## config.mk

```make
export PLATFORM = sky130hd
export DESIGN_NAME = seq_detect_prog
export DESIGN_NICKNAME = d
export VERILOG_FILES = /design/src/rtl/seq_detect_pkg.sv /design/src/rtl/seq_hist_shreg.sv /design/src/rtl/seq_detect_prog.sv
export SDC_FILE = /design/constraint.sdc
export NUM_CORES = 1
export LEC_CHECK = 0
export ABC_CLOCK_PERIOD_IN_PS = 2600
export CORE_UTILIZATION = 51
export CTS_CLUSTER_SIZE = 28
export DETAILED_ROUTE_END_ITERATION = 8
export PLACE_DENSITY = 0.82
export SYNTH_ARGS = -nofsm -noshare
export SYNTH_HDL_FRONTEND = slang
export SYNTH_SLANG_ARGS = --single-unit
```

## constraint.sdc

```tcl
create_clock -name clk -period 2.6 [get_ports clk]
set_input_delay 0.65 -clock clk [delete_from_list [all_inputs] [get_ports clk]]
set_output_delay 0.65 -clock clk [all_outputs]
set_load 0.05 [all_outputs]
```

## src/rtl/seq_detect_pkg.sv

```systemverilog
// seq_detect_pkg: shared mode constants and sizing helper for the programmable sequence detector
package seq_detect_pkg;
  localparam logic OVL_ON  = 1'b1;
  localparam logic OVL_OFF = 1'b0;
  function automatic int fill_width(input int pat_w);
    return $clog2(pat_w + 1);
  endfunction
endpackage

```

## src/rtl/seq_hist_shreg.sv

```systemverilog
// seq_hist_shreg: serial history shift register with saturating fill count and synchronous restart
module seq_hist_shreg #(
  parameter int PAT_W  = 3,
  parameter int FILL_W = 2
) (
  input  logic              clk,
  input  logic              clr,
  input  logic              restart,
  input  logic              shift,
  input  logic              bit_in,
  input  logic              drop_fill,
  output logic [PAT_W-1:0]  hist_n,
  output logic [FILL_W-1:0] fill_n
);
  logic [PAT_W-1:0]  hist_q, hist_d;
  logic [FILL_W-1:0] fill_q, fill_d;
  always_comb begin
    hist_n = {hist_q[PAT_W-2:0], bit_in};
    fill_n = (fill_q == FILL_W'(PAT_W)) ? fill_q : fill_q + FILL_W'(1);
    hist_d = restart ? '0 : shift ? hist_n : hist_q;
    fill_d = restart ? '0 : shift ? (drop_fill ? '0 : fill_n) : fill_q;
  end
  always_ff @(posedge clk or negedge clr) begin
    if (!clr) begin
      hist_q <= '0;
      fill_q <= '0;
    end else begin
      hist_q <= hist_d;
      fill_q <= fill_d;
    end
  end
endmodule

```

## src/rtl/seq_detect_prog.sv

```systemverilog
// seq_detect_prog: run-time programmable serial pattern detector with registered match pulse and saturating counter
module seq_detect_prog
  import seq_detect_pkg::*;
#(
  parameter int               PAT_W   = 3,
  parameter logic [PAT_W-1:0] PAT_RST = 3'b101,
  parameter int               CNT_W   = 8
) (
  input  logic             clk,
  input  logic             clr,
  input  logic             w,
  input  logic             w_valid,
  input  logic [PAT_W-1:0] pattern,
  input  logic             pat_load,
  input  logic             overlap,
  input  logic             cnt_clr,
  output logic             out,
  output logic [CNT_W-1:0] match_cnt,
  output logic             sat
);
  localparam int FILL_W = fill_width(PAT_W);
  logic [PAT_W-1:0]  pat_q, pat_d, hist_n;
  logic [FILL_W-1:0] fill_n;
  logic [CNT_W-1:0]  cnt_q, cnt_d;
  logic              out_q, sat_q, sat_d, shift, hit, drop_fill;
  seq_hist_shreg #(.PAT_W(PAT_W), .FILL_W(FILL_W)) u_hist (
    .clk      (clk),
    .clr      (clr),
    .restart  (pat_load),
    .shift    (shift),
    .bit_in   (w),
    .drop_fill(drop_fill),
    .hist_n   (hist_n),
    .fill_n   (fill_n)
  );
  // a hit only counts once the history holds PAT_W genuinely accepted bits
  always_comb begin
    shift     = w_valid && !pat_load;
    hit       = shift && (fill_n == FILL_W'(PAT_W)) && (hist_n == pat_q);
    drop_fill = hit && (overlap == OVL_OFF);
    pat_d     = pat_load ? pattern : pat_q;
    cnt_d     = cnt_clr ? '0 : (hit && !(&cnt_q)) ? cnt_q + CNT_W'(1) : cnt_q;
    sat_d     = cnt_clr ? 1'b0 : sat_q | (hit && (&cnt_q));
  end
  always_ff @(posedge clk or negedge clr) begin
    if (!clr) begin
      pat_q <= PAT_RST;
      out_q <= 1'b0;
      cnt_q <= '0;
      sat_q <= 1'b0;
    end else begin
      pat_q <= pat_d;
      out_q <= hit;
      cnt_q <= cnt_d;
      sat_q <= sat_d;
    end
  end
  assign out       = out_q;
  assign match_cnt = cnt_q;
  assign sat       = sat_q;
endmodule
```

==> results of run 1 <==
-- cell usage in the layout (no fill, tap or decap) --
cell,Yosys,routed
nor2_1,7,7
dfrtp_1,15,15
mux2_2,3,3
mux2i_1,3,3
inv_1,2,2
o21bai_1,1,1
nand2_1,2,2
or4_1,4,4
and3b_1,1,1
nand4_4,1,1
o41ai_1,1,1
o21ai_0,2,2
nand3_1,4,4
nor3_1,1,1
xnor2_1,3,3
nand2b_1,2,2
or3_1,3,3
ha_1,1,1
clkdlybuf4s50_1,0,19
o31ai_1,4,4
and3b_2,1,1
dfstp_2,2,2
clkinvlp_4,0,1
clkbuf_4,0,3
a21oi_1,9,9
nand4_1,1,1
buf_4,0,2
nor4_1,1,1
-- where the power goes --
part,internal (W),switching (W)
Clock,0.0000586,0.0000914
Sequential,0.000275,0.00000600
Combinational,0.0000277,0.0000223
Total,0.000362,0.000120
-- cells by family after synthesis --
family | share of synthesized area
AOI/OAI and AO/OA | 0.1218
xor gates and xnor gates | 0.03158
adders and majority gates | 0.01504
buffers and inverters | 0.03308
DFF | 0.5143
muxes | 0.07669
and+or+nand+nor | 0.2075
-- layer usage --
metal,up-vias,part of all wire
li1,325,-
met1,317,0.46
met2,21,0.47
met3,4,0.041
met4,0,0.020
met5,-,0
-- synth_stat cells, types with 2 or more instances --
| master | instances | area, um2 |
|---|---|---|
| or4_1 | 4 | 30.03 |
| a21oi_1 | 9 | 45.04 |
| nand3_1 | 4 | 20.02 |
| o21ai_0 | 2 | 10.01 |
| nand2b_1 | 2 | 12.51 |
| mux2_2 | 3 | 33.78 |
| nor2_1 | 7 | 26.28 |
| dfstp_2 | 2 | 52.55 |
| or3_1 | 3 | 18.77 |
| nand2_1 | 2 | 7.510 |
| o31ai_1 | 4 | 30.03 |
| dfrtp_1 | 15 | 375.4 |
| mux2i_1 | 3 | 30.03 |
| inv_1 | 2 | 7.510 |
| xnor2_1 | 3 | 26.28 |
-- registers in the layout, summed over array words and instances (netlist names) --
| signal | cells |
|---|---|
| out | 1 |
| pat_q | 3 |
| match_cnt | 8 |
| sat | 1 |
| u_hist.fill_q | 2 |
| u_hist.hist_q | 2 |
-- metrics by stage --
step                setup slack (ns)  utilization  hold WS, ns
floorplan                     0.7561            -       0.3544
global placement              0.2695       0.6885       0.4889
detailed placement            0.2138       0.6885       0.5103
CTS                           0.3299       0.7085       0.5418
global route                  0.2712       0.7085       0.5601
finish                        0.3435       0.7085       0.5442
-- worst paths after layout --
path / start / end / slack (ns)
worst min-delay path: sat / sat / 0.54
max in group asynchronous: clr / u_hist.hist_q[0] / 1.37
min in group asynchronous: clr / match_cnt[7] / 0.77
worst max register to register: pat_q[2] / match_cnt[6] / 0.87
worst min register to register: sat / sat / 0.54
worst max-delay path: match_cnt[2] / match_cnt[2] / 0.34
-- layout make-up --
type / instances / share of cell area
multi-input combinational: 55 / 0.3529
clock buffer: 3 / 0.02110
clock inverter: 1 / 0.007034
tap: 16 / 0.01876
timing repair buffer: 21 / 0.1923
sequential: 17 / 0.4009
inverter: 2 / 0.007034
==> metrics.yaml, run 1 <==
outcome:
  status: "finished clean"
yosys:
  synth_edf_count: 0
  ys_warn_count: 0
  async_reset_ff_frac: 1.000
  synth.distinct_cells: 27
  ys.flop_type: "dfrtp_1"
  synth.cell_area_um2: 832.0
  yosysSeqAreaShare: 0.5143
  synth-seq-cells: 17
  syn_nets: 88
  syn_inst: 77
  syn_area_per_cell_um2: 10.81
timing:
  timing.fmax_mhz: 443.2
  fin_setup_tns_ns: 0
  period_share: 0.8679
  period_minus_slack_ns: 2.256
  finalHoldViolCount: 0
  rsz0062_at_grt: "false"
  setup_viol: 0
  clock-skew-final_ns: 0.007107
  tightest_slew_ns: 0.7207
  finalMaxSlewViolations: 0
  slew_headroom: 0.5180
grt:
  grt_overflow: 0
  use_met1: 0.2536
  gr-usage-all-layers: 0.1967
  grt_max_degree: 18
  antenna_found_initial: 0
  grt_pass1_wl_mm: 2.532
  use_met3: 0.05172
  top_usage_layer: "met2"
  grt_pass1_vias: 568
  met2_usage: 0.2985
setup_path:
  cp-end-kind: "primary output"
  crit_family: "buffers and inverters"
  path_cells: "clkdlybuf4s50_1"
  path_class: "flip-flop to primary output"
  worstSetupStartpointType: "flip-flop"
  critPathBufInv: 1
  max_stage_delay_ns: 0.84
  required_ns: 1.95
  cpMaxStageDelayCell: "clkdlybuf4s50_1"
  crit_arrival_ns: 1.61
  worstPathMaxFanout: 7
  ff2ff_path_depth: 4
  cp.depth: 1
cells_and_area:
  antennaDiodeCount: 0
  multi_input_area_um2: 376.6
  fillers: 114
  layout-drive-gt1-share: 0.1313
  fin_area_um2: 1067
  seq_area_um2: 427.9
  nets: 111
  area_growth_pct: 28.27
  layout.cells.non_filler: 115
floorplanning:
  coreArea_um2: 1506
  dieHeight_um: 42.39
  die_x_um: 42.39
  initial_core_util: 0.5523
  io_pins: 20
  dieArea_um2: 1797
  rows: 14
routing:
  totalWireLength_mm: 1.571
  drt_iter0_drc: 19
  wl_per_cell_um: 13.66
  drtAntennaViolNets: 0
  vias: 667
  vias_per_cell: 5.800
  drt_pass1_iterations: 4
  route.detailed.drc: 0
placement:
  place_area_um2: 1037
  hpwlAfterDp_mm: 1.106
  gp_congestion: 0.7570
  placed_cells_incl_taps: 111
  io_buffers: 19
worst_hold_path:
  min_path_type: "flip-flop to flip-flop"
  hold_depth: 2
power:
  peakVddDrop_mv: 0.3533
  powerDensity_nw_per_um2: 450.8
  report.power.total_w: 0.0004812
  leakagePower_nw: 0.4250
clocking:
  ctsResizeCount: 0
  cts-root-buf: "clkbuf_4"
  hold_buffers: 0
  clock_path_buffers: 2
  htreeDepth: 1
  clk_pin_slew_ns: 0.11
  cts_buffers: 3
  cts_tree: "yes"
  clk_latency_ns: 0.30
  cts_setup_buffers: 0
  clock-sinks: 17
run:
  timing.max_cap.violations: 0
(Power assumes the default switching activity.)
==> inputs of run 2 (changes only) <==
--- a/config.mk
+++ b/config.mk
@@ -6,10 +6,12 @@
 export NUM_CORES = 1
 export LEC_CHECK = 0
 export ABC_CLOCK_PERIOD_IN_PS = 2600
+export CAP_MARGIN = 20
 export CORE_UTILIZATION = 51
 export CTS_CLUSTER_SIZE = 28
 export DETAILED_ROUTE_END_ITERATION = 8
 export PLACE_DENSITY = 0.82
+export SLEW_MARGIN = 40
 export SYNTH_ARGS = -nofsm -noshare
 export SYNTH_HDL_FRONTEND = slang
 export SYNTH_SLANG_ARGS = --single-unit
==> results of run 2 <==
Same layout as run 1: the final DEF is identical, and so are final timing and power.
